## src/rtl/hex_field_editor_if.sv

```systemverilog
// hex_field_editor_if: button, lock and load inputs plus the value/cursor outputs of the field editor.
// master drives the buttons, lock, load and load_val; slave (the editor) returns value, digit_sel and changed.
// Ports: none besides the grouped signals; NDIGITS sets the field width (4*NDIGITS bits).
interface hex_field_editor_if #(
  parameter int NDIGITS = 2
);
  logic                   button_left;
  logic                   button_right;
  logic                   button_up;
  logic                   button_down;
  logic                   lock;
  logic                   load;
  logic [4*NDIGITS-1:0]   load_val;
  logic [4*NDIGITS-1:0]   value;
  logic [NDIGITS-1:0]     digit_sel;
  logic                   changed;

  modport master (
    output button_left, button_right, button_up, button_down, lock, load, load_val,
    input  value, digit_sel, changed
  );

  modport slave (
    input  button_left, button_right, button_up, button_down, lock, load, load_val,
    output value, digit_sel, changed
  );
endinterface

```

## src/rtl/hex_field_editor.sv

```systemverilog
// hex_field_editor: push-button editor for an NDIGITS hex field with cursor, auto-repeat, lock and load.
// Latency: a press sampled at edge k edits at edge k+1; held up/down repeats after HOLD_CYCLES, then every REPEAT_CYCLES.
// Ports: clk, reset (async, active low), bus (slave modport: buttons/lock/load in, value/digit_sel/changed out).
module hex_field_editor #(
  parameter int                   NDIGITS       = 2,
  parameter logic [4*NDIGITS-1:0] RESET_VAL     = 8'h40,
  parameter int                   CURSOR_RST    = 0,
  parameter int                   HOLD_CYCLES   = 50_000_000,
  parameter int                   REPEAT_CYCLES = 10_000_000
) (
  input logic               clk,
  input logic               reset,
  hex_field_editor_if.slave bus
);
  localparam int W       = 4 * NDIGITS;
  localparam int CNT_MAX = (HOLD_CYCLES > REPEAT_CYCLES) ? HOLD_CYCLES : REPEAT_CYCLES;
  localparam int CW      = $clog2(CNT_MAX);

  typedef enum logic [2:0] {IDLE, APPLY, HOLD, REPEAT, WAIT_REL} state_t;
  // Encoding doubles as the bit index into btn, so btn[act_q] is the live level of the act button.
  typedef enum logic [1:0] {ACT_DOWN = 2'd0, ACT_UP = 2'd1, ACT_RIGHT = 2'd2, ACT_LEFT = 2'd3} act_t;

  state_t           state_q, state_d;
  act_t             act_q, act_d;
  logic [CW-1:0]    cnt_q, cnt_d;
  logic [3:0]       btn, btn_q, press;
  logic             exec;
  logic [W-1:0]     value_q, edited;
  logic [NDIGITS-1:0] sel_q, sel_left, sel_right;
  logic             changed_q;

  assign btn   = {bus.button_left, bus.button_right, bus.button_up, bus.button_down};
  assign press = btn & ~btn_q;

  always_ff @(posedge clk or negedge reset) begin
    if (!reset) begin
      state_q <= IDLE;
      act_q   <= ACT_DOWN;
      cnt_q   <= '0;
      btn_q   <= 4'hF;  // a button held through reset must be re-pressed
    end else begin
      state_q <= state_d;
      act_q   <= act_d;
      cnt_q   <= cnt_d;
      btn_q   <= btn;
    end
  end

  always_comb begin
    state_d = state_q;
    act_d   = act_q;
    cnt_d   = cnt_q;
    exec    = 1'b0;
    case (state_q)
      IDLE: begin
        if (|press) begin
          state_d = APPLY;
          if (press[3])      act_d = ACT_LEFT;
          else if (press[2]) act_d = ACT_RIGHT;
          else if (press[1]) act_d = ACT_UP;
          else               act_d = ACT_DOWN;
        end
      end
      APPLY: begin
        exec = 1'b1;
        if (act_q == ACT_UP || act_q == ACT_DOWN) begin
          state_d = HOLD;
          cnt_d   = '0;
        end else begin
          state_d = WAIT_REL;
        end
      end
      HOLD: begin
        if (!btn[act_q]) begin
          state_d = WAIT_REL;
        end else if (cnt_q == CW'(HOLD_CYCLES - 1)) begin
          exec    = 1'b1;
          cnt_d   = '0;
          state_d = REPEAT;
        end else begin
          cnt_d = cnt_q + CW'(1);
        end
      end
      REPEAT: begin
        if (!btn[act_q]) begin
          state_d = WAIT_REL;
        end else if (cnt_q == CW'(REPEAT_CYCLES - 1)) begin
          exec  = 1'b1;
          cnt_d = '0;
        end else begin
          cnt_d = cnt_q + CW'(1);
        end
      end
      WAIT_REL: begin
        if (btn == 4'h0) state_d = IDLE;
      end
      default: state_d = IDLE;
    endcase
  end

  // Per-digit wrap without carry, and cursor rotation that also holds for NDIGITS=1.
  always_comb begin
    edited    = value_q;
    sel_left  = '0;
    sel_right = '0;
    for (int i = 0; i < NDIGITS; i++) begin
      if (sel_q[i]) begin
        edited[4*i +: 4] = (act_q == ACT_UP) ? value_q[4*i +: 4] + 4'd1 : value_q[4*i +: 4] - 4'd1;
      end
      sel_left[(i + 1) % NDIGITS] = sel_q[i];
      sel_right[i]                = sel_q[(i + 1) % NDIGITS];
    end
  end

  always_ff @(posedge clk or negedge reset) begin
    if (!reset) begin
      value_q   <= RESET_VAL;
      sel_q     <= NDIGITS'(1) << CURSOR_RST;
      changed_q <= 1'b0;
    end else begin
      // load wins over an edit in the same cycle; a cursor move still happens.
      if (bus.load) begin
        value_q   <= bus.load_val;
        changed_q <= 1'b1;
      end else if (exec && (act_q == ACT_UP || act_q == ACT_DOWN) && !bus.lock) begin
        value_q   <= edited;
        changed_q <= 1'b1;
      end else begin
        changed_q <= 1'b0;
      end
      if (exec && act_q == ACT_LEFT)  sel_q <= sel_left;
      if (exec && act_q == ACT_RIGHT) sel_q <= sel_right;
    end
  end

  assign bus.value     = value_q;
  assign bus.digit_sel = sel_q;
  assign bus.changed   = changed_q;
endmodule

```

## src/flat_wrapper.sv

```systemverilog
// flat-port wrapper written by rule: the top's interface ports become plain ports
module hex_field_editor_flat 
#(
  parameter int                   NDIGITS       = 2,
  parameter logic [4*NDIGITS-1:0] RESET_VAL     = 8'h40,
  parameter int                   CURSOR_RST    = 0,
  parameter int                   HOLD_CYCLES   = 50_000_000,
  parameter int                   REPEAT_CYCLES = 10_000_000
)
  (clk, reset, bus_button_left, bus_button_right, bus_button_up, bus_button_down, bus_lock, bus_load, bus_load_val, bus_value, bus_digit_sel, bus_changed);
  hex_field_editor_if #(.NDIGITS(NDIGITS)) bus_i ();
  input logic clk;
  input logic reset;
  input wire logic [$bits(bus_i.button_left)-1:0] bus_button_left;
  input wire logic [$bits(bus_i.button_right)-1:0] bus_button_right;
  input wire logic [$bits(bus_i.button_up)-1:0] bus_button_up;
  input wire logic [$bits(bus_i.button_down)-1:0] bus_button_down;
  input wire logic [$bits(bus_i.lock)-1:0] bus_lock;
  input wire logic [$bits(bus_i.load)-1:0] bus_load;
  input wire logic [$bits(bus_i.load_val)-1:0] bus_load_val;
  output wire logic [$bits(bus_i.value)-1:0] bus_value;
  output wire logic [$bits(bus_i.digit_sel)-1:0] bus_digit_sel;
  output wire logic [$bits(bus_i.changed)-1:0] bus_changed;
  assign bus_i.button_left = bus_button_left;
  assign bus_i.button_right = bus_button_right;
  assign bus_i.button_up = bus_button_up;
  assign bus_i.button_down = bus_button_down;
  assign bus_i.lock = bus_lock;
  assign bus_i.load = bus_load;
  assign bus_i.load_val = bus_load_val;
  assign bus_value = bus_i.value;
  assign bus_digit_sel = bus_i.digit_sel;
  assign bus_changed = bus_i.changed;
  hex_field_editor #(.NDIGITS(NDIGITS), .RESET_VAL(RESET_VAL), .CURSOR_RST(CURSOR_RST), .HOLD_CYCLES(HOLD_CYCLES), .REPEAT_CYCLES(REPEAT_CYCLES)) u_core (.clk(clk), .reset(reset), .bus(bus_i));
endmodule
```

## config.mk

```make
export PLATFORM = sky130hd
export DESIGN_NAME = hex_field_editor_flat
export DESIGN_NICKNAME = d
export VERILOG_FILES = /design/src/rtl/hex_field_editor_if.sv /design/src/rtl/hex_field_editor.sv /design/src/flat_wrapper.sv
export SDC_FILE = /design/constraint.sdc
export NUM_CORES = 1
export LEC_CHECK = 0
export CORE_MARGIN = 3
export CORE_UTILIZATION = 40
export CTS_CLUSTER_DIAMETER = 120
export DETAILED_ROUTE_END_ITERATION = 8
export PLACE_DENSITY = 0.55
export SETUP_SLACK_MARGIN = 0.1
export SLEW_MARGIN = 40
export SYNTH_ARGS = -nofsm -noshare
export SYNTH_HDL_FRONTEND = slang
export SYNTH_SLANG_ARGS = --single-unit
```

## constraint.sdc

```tcl
create_clock -name clk -period 4.3 [get_ports clk]
set_clock_uncertainty 0.1 [all_clocks]
set_input_delay 0.86 -clock clk [delete_from_list [all_inputs] [get_ports clk]]
set_output_delay 0.86 -clock clk [all_outputs]
set_load 0.02 [all_outputs]
```

=== After elaboration in Yosys (flattened, before gate mapping) ===
Cells that the tools add are included.

* Bits in registers: 46
* Bits of input ports: 16
* Output and inout bits: 11
* Word-level logic and storage cells: 85

* $add $sub $neg: 5
* $lt $le $gt $ge: 1
* Eq/ne operators: 16
* Multiplexer cells: 33
* Bitwise operators: 2
* Reduce and logical (&&, ||, !) cells: 20

{| class="wikitable"
|+ Operators with widths
! kind !! number
|-
| $mux 26 || 5
|-
| $pmux 26 s3 || 1
|-
| $add 26x1->26 const B || 1
|-
| $eq 26x24->1 const B || 1
|-
| $eq 26x26->1 const B || 1
|-
| $mux 3 || 6
|-
| $mux 4 || 4
|-
| $mux 8 || 2
|-
| $pmux 3 s5 || 1
|-
| $ne 2x1->1 const B || 5
|-
| $add 4x1->4 const B || 2
|-
| $mux 1 || 8
|-
| $mux 2 || 4
|-
| $reduce_and 4->1 || 2
|-
| $reduce_bool 2->1 || 4
|-
| $sub 4x1->4 const B || 2
|-
| $eq 3x2->1 const B || 2
|-
| $reduce_and 2->1 || 3
|-
| $and 4x4->4 || 1
|-
| $eq 2x2->1 const B || 2
|-
| $logic_and 1x1->1 || 4
|-
| $logic_not 4->1 || 1
|-
| $not 4->4 || 1
|-
| $reduce_or 4->1 || 1
|-
| 13 further kinds || 13
|}

=== Depth between registers and ports, before layout ===
Gate-level depths: netlist (run 1).

* Depth in word-level cells: 8
* Gate-level depth with buffers: 10
* Gate-level depth less buffers: 9

=== Worst setup path after synthesis (run 1) ===
Ideal clock, no wire load.

* Path type: input to register
* Start: in bus_button_right
* End: reg u_core.value_q[1] (netlist: u_core.bus.value[1])
* Arrival: 2.605 ns
* Setup slack: 1.471 ns
* Stages on the path: 6
* Path through: mux4_2 -> a21oi_1 -> or4_1 -> nor3_2 -> mux2_1 -> mux2_2

* Longest elaborated chain between the ends: 8
* Elaborated cells between the ends (all ways): 9
* Classes of those cells: mux: 5; reduce/logical: 4

{| class="wikitable"
|+ RTL lines
! what !! RTL line !! text
|-
| start: declaration || flat_wrapper.sv:15 || <nowiki>input wire logic [$bits(bus_i.button_right)-1:0] bus_button_right;</nowiki>
|-
| $bmux 1 s2 * || hex_field_editor.sv:74, hex_field_editor.sv:85 ||
|-
| $mux 1 (implied by the code) * || hex_field_editor.sv:74, hex_field_editor.sv:85 ||
|-
| $mux 1, on equally long branches || hex_field_editor.sv:85, hex_field_editor.sv:74 ||
|-
| $pmux 1 s3 * || hex_field_editor.sv:54 || <nowiki>case (state_q)</nowiki>
|-
| $logic_and 1x1->1 * (2 in series) || hex_field_editor.sv:125 || <nowiki>end else if (exec && (act_q == ACT_UP || act_q == ACT_DOWN) && !bus.lock) begin</nowiki>
|-
| $reduce_bool 2->1 (no source line) * || -- ||
|-
| $reduce_and 2->1 (no source line) * || -- ||
|-
| end signal: assignment || hex_field_editor.sv:123 || <nowiki>value_q <= bus.load_val;</nowiki>
|-
| end signal: assignment || hex_field_editor.sv:126 || <nowiki>value_q <= edited;</nowiki>
|-
| end: declaration || hex_field_editor.sv:28 || <nowiki>logic [W-1:0] value_q, edited;</nowiki>
|}

Mark *: on every way between the ends. The rest lies on a longest branch, timed or not. The select of a mux whose other input is x is not followed.
A chain may end at the register's enable or synchronous reset.

=== Worst setup path in the final report (run 1) ===
* Start: in bus_button_left
* End: reg u_core.value_q[5] (netlist: u_core.bus.value[5])

* Longest elaborated chain between the ends: 8
* Elaborated cells between the ends (all ways): 9
* Classes of those cells: mux: 5; reduce/logical: 4

{| class="wikitable"
|+ RTL lines
! what !! RTL line !! text
|-
| start: declaration || flat_wrapper.sv:14 || <nowiki>input wire logic [$bits(bus_i.button_left)-1:0] bus_button_left;</nowiki>
|-
| $bmux 1 s2 * || hex_field_editor.sv:74, hex_field_editor.sv:85 ||
|-
| $mux 1 (implied by the code) * || hex_field_editor.sv:74, hex_field_editor.sv:85 ||
|-
| $mux 1, on equally long branches || hex_field_editor.sv:85, hex_field_editor.sv:74 ||
|-
| $pmux 1 s3 * || hex_field_editor.sv:54 ||
|-
| $logic_and 1x1->1 * (2 in series) || hex_field_editor.sv:125 ||
|-
| $reduce_bool 2->1 (no source line) * || -- ||
|-
| $reduce_and 2->1 (no source line) * || -- ||
|}

Marked as above.

==> metrics.txt, run 1 <==
# TYPE chip_impl_metric gauge
chip_impl_info{name="run_status",value="finished, final reports clean"} 1
chip_impl_metric{name="synth_edf_count",unit=""} 0
chip_impl_metric{name="grt_first_pass_wirelength",unit="um"} 11560
chip_impl_metric{name="worst-slew-pin-transition",unit="ns"} 0.7606
chip_impl_metric{name="die-height",unit="um"} 90.10
chip_impl_metric{name="antenna_cells",unit=""} 0
chip_impl_metric{name="port_buffers",unit=""} 26
chip_impl_metric{name="yosys_register_bits",unit=""} 46
chip_impl_info{name="min-delay-path-class",value="flip-flop to flip-flop"} 1
chip_impl_metric{name="number_of_global_route_vias_before_repair",unit=""} 2269
chip_impl_metric{name="timing.critical_path.required",unit="ns"} 4.39
chip_impl_metric{name="antenna_left",unit=""} 0
chip_impl_metric{name="drv_slew",unit=""} 0
chip_impl_metric{name="drt_wl_total",unit="um"} 6558
chip_impl_metric{name="drt_drc_violations_left",unit=""} 0
chip_impl_metric{name="timing.critical_path.arrival",unit="ns"} 3.32
chip_impl_metric{name="cts_inserted_buffers",unit=""} 5
chip_impl_metric{name="std_cell_rows",unit=""} 30
chip_impl_metric{name="mean_post_synth_cell_area",unit="sq um"} 9.306
chip_impl_metric{name="total_number_of_h_tree_levels",unit=""} 2
chip_impl_metric{name="routedWlPerCell",unit="um"} 15.47
chip_impl_metric{name="clock_path_buffers",unit=""} 2
chip_impl_metric{name="fraction_of_met3_tracks_used_by_global_routing",unit=""} 0.03933
chip_impl_info{name="worstSetupEndpointType",value="flip-flop"} 1
chip_impl_metric{name="synth.distinct_cells",unit=""} 51
chip_impl_metric{name="syn-cell-area",unit="sq um"} 2829
chip_impl_metric{name="yosys_warning_total",unit=""} 0
chip_impl_metric{name="layout-drive-gt1-share",unit=""} 0.08537
chip_impl_metric{name="layout_worst_path_cycle_share",unit=""} 0.7497
chip_impl_metric{name="finalNetCount",unit=""} 350
chip_impl_info{name="cp-start-kind",value="primary input"} 1
chip_impl_metric{name="clk_pin_slew",unit="ns"} 0.09
chip_impl_info{name="path_cells",value="clkdlybuf4s50_1, mux4_2, a21oi_1, or4_1, nor3_2, mux2_1, mux2_2"} 1
chip_impl_metric{name="clock_sink_count",unit=""} 46
chip_impl_metric{name="fin_tns_setup",unit="ns"} 0
chip_impl_metric{name="cp_max_fo",unit=""} 5
chip_impl_metric{name="timing.final.crit_period",unit="ns"} 3.224
chip_impl_metric{name="worst_ir_drop_vdd",unit="V"} 0.0002381
chip_impl_metric{name="gp_routability_congestion",unit=""} 0.8074
chip_impl_metric{name="post_cts_resized",unit=""} 0
chip_impl_metric{name="multi_input_area",unit="sq um"} 1598
chip_impl_info{name="rsz0062_at_grt",value="false"} 1
chip_impl_metric{name="area_growth",unit="%"} 16.14
chip_impl_metric{name="maxClockFrequency",unit="MHz"} 310.2
chip_impl_metric{name="power_density",unit="nW/um^2"} 423.9
chip_impl_metric{name="gr-usage-all-layers",unit=""} 0.1737
chip_impl_metric{name="post-route-util",unit=""} 0.4810
chip_impl_metric{name="drtIter0Drc",unit=""} 83
chip_impl_metric{name="post_cts_hold_buffer_count",unit=""} 0
chip_impl_metric{name="drt_pre_antenna_iters",unit=""} 4
chip_impl_metric{name="fin_hold_ws",unit="ns"} 0.4132
chip_impl_info{name="grt-busiest-layer",value="met2"} 1
chip_impl_info{name="tritoncts",value="yes"} 1
chip_impl_metric{name="cts_post_setup_buffers_inserted",unit=""} 0
chip_impl_metric{name="setup_viol",unit=""} 0
chip_impl_metric{name="groute.layer.met2.usage",unit=""} 0.2607
chip_impl_info{name="synth_flop_cell",value="sky130_fd_sc_hd__dfrtp_1"} 1
chip_impl_metric{name="seq_area_frac_synth",unit=""} 0.4096
chip_impl_metric{name="layout_setup_ws",unit="ns"} 1.076
chip_impl_info{name="ctsRootBufferMaster",value="sky130_fd_sc_hd__clkbuf_8"} 1
chip_impl_metric{name="antenna_violations_before_repair",unit=""} 0
chip_impl_metric{name="design.core.area",unit="sq um"} 6832
chip_impl_metric{name="place.detailed.hpwl",unit="um"} 4684
chip_impl_metric{name="leakage",unit="uW"} 0.001266
chip_impl_metric{name="num-fill-cells",unit=""} 684
chip_impl_metric{name="grt_max_degree",unit=""} 47
chip_impl_metric{name="drv.max_cap_violation_count",unit=""} 0
chip_impl_metric{name="post_drt_via_cell_ratio",unit=""} 5.552
chip_impl_metric{name="global_route.usage.met1",unit=""} 0.2480
chip_impl_metric{name="fp.dieW",unit="um"} 90.10
chip_impl_metric{name="clk_latency",unit="ns"} 0.30
chip_impl_metric{name="fraction_of_synthesis_flops_using_an_asynchronous_set_or_reset_pin",unit=""} 1.000
chip_impl_metric{name="initial_utilization",unit=""} 0.4141
chip_impl_info{name="setup.worst_path.class",value="primary input to flip-flop"} 1
chip_impl_metric{name="timing.critical_path.slowest_cell_delay",unit="ns"} 0.53
chip_impl_metric{name="postSynthCellCount",unit=""} 304
chip_impl_metric{name="syn-num-nets",unit=""} 327
chip_impl_metric{name="final_hold_fails",unit=""} 0
chip_impl_metric{name="vias",unit=""} 2354
chip_impl_metric{name="post-place-ws",unit="ns"} 0.7618
chip_impl_metric{name="seqCellArea",unit="sq um"} 1159
chip_impl_info{name="timing.critical_path.slowest_stage_cell",value="sky130_fd_sc_hd__clkdlybuf4s50_1"} 1
chip_impl_metric{name="fp.dieArea",unit="sq um"} 8117
chip_impl_metric{name="global_route.overflow_total",unit=""} 0
chip_impl_metric{name="max_slew_margin",unit=""} 0.4911
chip_impl_metric{name="num_io_pins",unit=""} 27
state kept, by name, indices dropped and copies added, names as in the netlist:
register,count
u_core.bus.changed,1
u_core.act_q,2
u_core.cnt_q,26
u_core.btn_q,4
u_core.bus.value,8
u_core.bus.digit_sel,2
u_core.state_q,3
metal layers:
layer	vias to the layer above	share of wire
li1	1173	-
met5	-	0
met1	1136	0.51
met3	6	0.038
met4	0	0.0075
met2	39	0.45
worst paths after layout:
path	start	endpoint	slack (ns)	cells after the start
max	bus_button_left	u_core.bus.value[5]	1.08	7
min	u_core.cnt_q[24]	u_core.cnt_q[24]	0.41	1
max reg2reg	u_core.cnt_q[0]	u_core.cnt_q[21]	1.43	7
min reg2reg	u_core.cnt_q[24]	u_core.cnt_q[24]	0.41	1
max in group asynchronous	reset	u_core.cnt_q[14]	3.21	1
min in group asynchronous	reset	u_core.bus.value[4]	0.46	1
stage by stage:
| step | instances | instance area, sq um | power [uW] |
|---|---|---|---|
| after CTS | 424 | 3286 | 1412 |
| after detailed placement | 416 | 3172 | 1072 |
| after global placement | 416 | 3169 | 1071 |
| after floorplan | 304 | 2829 | 919.8 |
| final | 424 | 3286 | 1393 |
| after global routing | 424 | 3286 | 1506 |
cell families after synthesis:
| group | count (synthesis) | synth area share |
|---|---|---|
| AO/OA/AOI/OAI | 75 | 0.1712 |
| XOR/XNOR | 6 | 0.01858 |
| AND/OR/NAND/NOR | 137 | 0.2782 |
| buffers and inverters | 18 | 0.02565 |
| adder cells (fa/ha/maj) | 7 | 0.03627 |
| multiplexers | 15 | 0.06059 |
| flip-flops | 46 | 0.4096 |
power breakdown:
group / leakage, uW / internal (uW) / total (uW) / switching, uW
sequential: 0.000596 / 480 / 548 / 67.8
combinational: 0.000619 / 213 / 515 / 302
clock: 0.0000504 / 173 / 330 / 157
total: 0.00127 / 867 / 1390 / 526
area by class of cell:
type                            instances  area share
Clock buffer                            5     0.02094
Clock inverter                          3     0.01371
Inverter                                6    0.006855
Multi-Input combinational cell        240      0.4863
Sequential cell                        46      0.3526
Tap cell                               96     0.03656
Timing Repair Buffer                   28     0.08302
critical path: cells and delay by family:
| family | cells | cell delay [ns] |
|---|---|---|
| AO/OA/AOI/OAI | 1 | 0.15 |
| AND/OR/NAND/NOR | 2 | 0.86 |
| multiplexers | 3 | 0.92 |
| buffers and inverters | 1 | 0.53 |
Yosys cell counts (7+ instances only):
cell type	n	share of area
sky130_fd_sc_hd__a21o_1	10	0.027
sky130_fd_sc_hd__a21oi_1	9	0.016
sky130_fd_sc_hd__a22o_1	9	0.028
sky130_fd_sc_hd__a31oi_1	9	0.020
sky130_fd_sc_hd__clkbuf_1	10	0.013
sky130_fd_sc_hd__dfrtp_1	40	0.35
sky130_fd_sc_hd__mux2i_1	7	0.025
sky130_fd_sc_hd__nand2_1	28	0.037
sky130_fd_sc_hd__nand2b_1	9	0.020
sky130_fd_sc_hd__nand3_1	10	0.018
sky130_fd_sc_hd__nand4_1	8	0.018
sky130_fd_sc_hd__nor2_1	22	0.029
sky130_fd_sc_hd__nor2b_1	7	0.015
sky130_fd_sc_hd__nor3_1	12	0.021
sky130_fd_sc_hd__o21ai_0	23	0.041
sky130_fd_sc_hd__or4_1	9	0.024
cell usage in the layout (no fill, tap or decap), drive strengths merged, types with 2 or more instances in the layout:
cell type / n
dfrtp: 40
o21ai: 29
nand2: 28
clkdlybuf4s50: 25
nor2: 22
nor3: 14
nand3: 10
a21o: 10
a21oi: 10
nand2b: 9
or4: 9
a22o: 9
a31oi: 9
nand4: 8
nor2b: 7
mux2i: 7
mux2: 7
inv: 6
and2: 6
dfstp: 6
nor4: 6
ha: 5
clkbuf: 5
xnor2: 4
nor3b: 3
and3: 3
buf: 3
a41oi: 3
and4: 2
nand4b: 2
a22oi: 2
xor2: 2
fa: 2
clkinvlp: 2
nor4b: 2
Power figures use the tool's default switching activity.
==> run 2, diff against run 1 <==
Clock period 4.3 ns to 3.32 ns, I/O delays scaled along.
==> metrics.txt, run 2 (synthesized netlist as in run 1, its figures left out) <==
# TYPE chip_impl_metric gauge
chip_impl_info{name="run_status",value="finished, final reports clean"} 1
chip_impl_metric{name="gp_routability_congestion",unit=""} 0.7653
chip_impl_metric{name="leakage",unit="uW"} 0.001272
chip_impl_info{name="regToRegStartpoint",value="u_core.cnt_q[0]"} 1
chip_impl_metric{name="vias",unit=""} 2359
chip_impl_metric{name="routedWlPerCell",unit="um"} 15.77
chip_impl_metric{name="cts_inserted_buffers",unit=""} 5
chip_impl_metric{name="layout-drive-gt1-share",unit=""} 0.08815
chip_impl_metric{name="timing.critical_path.arrival",unit="ns"} 3.04
chip_impl_metric{name="fp.dieW",unit="um"} 90.10
chip_impl_metric{name="area_growth",unit="%"} 16.36
chip_impl_metric{name="power.total",unit="uW"} 1807
chip_impl_metric{name="post_cts_resized",unit=""} 0
chip_impl_metric{name="power_density",unit="nW/um^2"} 548.9
chip_impl_metric{name="final_hold_fails",unit=""} 0
chip_impl_metric{name="cts_post_setup_buffers_inserted",unit=""} 0
chip_impl_info{name="setup.worst_path.class",value="flip-flop to flip-flop"} 1
chip_impl_metric{name="port_buffers",unit=""} 26
chip_impl_metric{name="cp_max_fo",unit=""} 14
chip_impl_metric{name="num-fill-cells",unit=""} 670
chip_impl_metric{name="initial_utilization",unit=""} 0.4141
chip_impl_metric{name="gr-usage-all-layers",unit=""} 0.1733
chip_impl_metric{name="grt_first_pass_wirelength",unit="um"} 11490
chip_impl_info{name="min-delay-path-class",value="primary input to async pin"} 1
chip_impl_metric{name="place.detailed.hpwl",unit="um"} 4785
chip_impl_info{name="layout.cells.most_common_list",value="40 x sky130_fd_sc_hd__dfrtp_1, 28 x sky130_fd_sc_hd__nand2_1, 25 x sky130_fd_sc_hd__clkdlybuf4s50_1, 23 x sky130_fd_sc_hd__o21ai_0, 21 x sky130_fd_sc_hd__nor2_1"} 1
chip_impl_metric{name="timing.critical_path.slowest_cell_delay",unit="ns"} 0.49
chip_impl_info{name="cp-start-kind",value="flip-flop"} 1
chip_impl_info{name="tritoncts",value="yes"} 1
chip_impl_metric{name="std_cell_rows",unit=""} 30
chip_impl_metric{name="drtIter0Drc",unit=""} 217
chip_impl_metric{name="drv.max_cap_violation_count",unit=""} 0
chip_impl_metric{name="number_of_flip_flops_under_the_largest_register_name",unit=""} 26
chip_impl_metric{name="clock_path_buffers",unit=""} 2
chip_impl_metric{name="clk_latency",unit="ns"} 0.30
chip_impl_metric{name="antenna_cells",unit=""} 0
chip_impl_metric{name="antenna_left",unit=""} 0
chip_impl_metric{name="worst-slew-pin-transition",unit="ns"} 0.7512
chip_impl_metric{name="post_cts_hold_buffer_count",unit=""} 0
chip_impl_metric{name="design.core.area",unit="sq um"} 6832
chip_impl_metric{name="r2r.worst_path.cells",unit=""} 7
chip_impl_metric{name="drt_wl_total",unit="um"} 6704
chip_impl_info{name="most_flops_register",value="u_core.cnt_q"} 1
chip_impl_metric{name="drt_pre_antenna_iters",unit=""} 4
chip_impl_metric{name="num_io_pins",unit=""} 27
chip_impl_metric{name="total_number_of_h_tree_levels",unit=""} 2
chip_impl_metric{name="die-height",unit="um"} 90.10
chip_impl_info{name="most_frequent_standard_cell_in_the_layout_excluding_fill_and_tap_cells",value="sky130_fd_sc_hd__dfrtp_1"} 1
chip_impl_metric{name="fin_tns_setup",unit="ns"} 0
chip_impl_metric{name="max_slew_margin",unit=""} 0.4974
chip_impl_metric{name="number_of_global_route_vias_before_repair",unit=""} 2236
chip_impl_metric{name="timing.final.crit_period",unit="ns"} 2.949
chip_impl_metric{name="layout_setup_ws",unit="ns"} 0.3705
chip_impl_metric{name="layout_worst_path_cycle_share",unit=""} 0.8884
chip_impl_metric{name="setup_viol",unit=""} 0
chip_impl_metric{name="finalNetCount",unit=""} 351
chip_impl_metric{name="antenna_violations_before_repair",unit=""} 0
chip_impl_info{name="path_cells",value="ha_1, or4bb_1, or4_1, a21oi_2, or2b_1, o21ai_0, a22o_1"} 1
chip_impl_info{name="ctsRootBufferMaster",value="sky130_fd_sc_hd__clkbuf_8"} 1
chip_impl_info{name="worstSetupEndpointType",value="flip-flop"} 1
chip_impl_metric{name="drt_drc_violations_left",unit=""} 0
chip_impl_metric{name="maxClockFrequency",unit="MHz"} 339.0
chip_impl_metric{name="post-place-ws",unit="ns"} 0.1644
chip_impl_info{name="rsz0062_at_grt",value="false"} 1
chip_impl_metric{name="clk_pin_slew",unit="ns"} 0.09
chip_impl_info{name="worst_r2r_endpoint",value="u_core.cnt_q[21]"} 1
chip_impl_metric{name="global_route.overflow_total",unit=""} 0
chip_impl_metric{name="timing.critical_path.required",unit="ns"} 3.41
chip_impl_metric{name="fp.dieArea",unit="sq um"} 8117
chip_impl_metric{name="worst_ir_drop_vdd",unit="V"} 0.0003114
chip_impl_metric{name="drv_slew",unit=""} 0
chip_impl_metric{name="clock_sink_count",unit=""} 46
chip_impl_metric{name="grt_max_degree",unit=""} 47
chip_impl_metric{name="post_drt_via_cell_ratio",unit=""} 5.551
chip_impl_metric{name="reg2reg_setup_slack",unit="ns"} 0.37
chip_impl_info{name="timing.critical_path.slowest_stage_cell",value="sky130_fd_sc_hd__or4bb_1"} 1
-- run 2: final cells by class --
class	count	area, sq um	share of cell area
Timing Repair Buffer	29	280.3	0.08514
Multi-Input combinational cell	240	1600	0.4861
Clock buffer	6	72.57	0.02204
Inverter	6	22.52	0.006841
Clock inverter	2	37.54	0.01140
Sequential cell	46	1159	0.3520
Tap cell	96	120.1	0.03649
-- run 2: worst max-delay path by stage --
stage / start / endpoint / slack, ns / cells after the start
final: u_core.cnt_q[0] / u_core.cnt_q[21] / 0.37 / 7
after global routing: u_core.cnt_q[0] / u_core.cnt_q[21] / 0.12 / 7
after CTS: u_core.cnt_q[0] / u_core.cnt_q[21] / 0.37 / 7
after detailed placement: bus_button_left / u_core.bus.value[5] / 0.16 / 7
after global placement: bus_button_left / u_core.bus.value[1] / 0.21 / 7
after floorplan: bus_button_right / u_core.bus.value[1] / 0.69 / 6
-- run 2: power breakdown --
group	switching [uW]	total, uW	internal [uW]
clock	195	420	225
sequential	89.1	711	622
combinational	399	676	277
-- run 2: metal layers --
layer	global-route usage	up-vias	part of all wire
li1	-	1182	-
met1	0.2643	1111	0.50
met2	0.2483	61	0.44
met3	0.03598	5	0.056
met4	0.04464	0	0.0089
met5	0	-	0
-- run 2: through the flow --
step | std cells | util | cell area [sq um] | hold WS [ns]
floorplan | 304 | - | 2829 | 0.2684
global placement | 417 | 0.4650 | 3177 | 0.4195
detailed placement | 417 | 0.4658 | 3182 | 0.4246
CTS | 425 | 0.4819 | 3292 | 0.2825
global route | 425 | 0.4819 | 3292 | 0.3025
finish | 425 | 0.4819 | 3292 | 0.2650
-- run 2: worst max-delay path: cells and delay by family, from the launching register on --
family | cells | cell delay, ns
AND/OR/NAND/NOR | 3 | 1.43
AO/OA/AOI/OAI | 3 | 0.65
flip-flops | 1 | 0.42
adder cells (fa/ha/maj) | 1 | 0.24
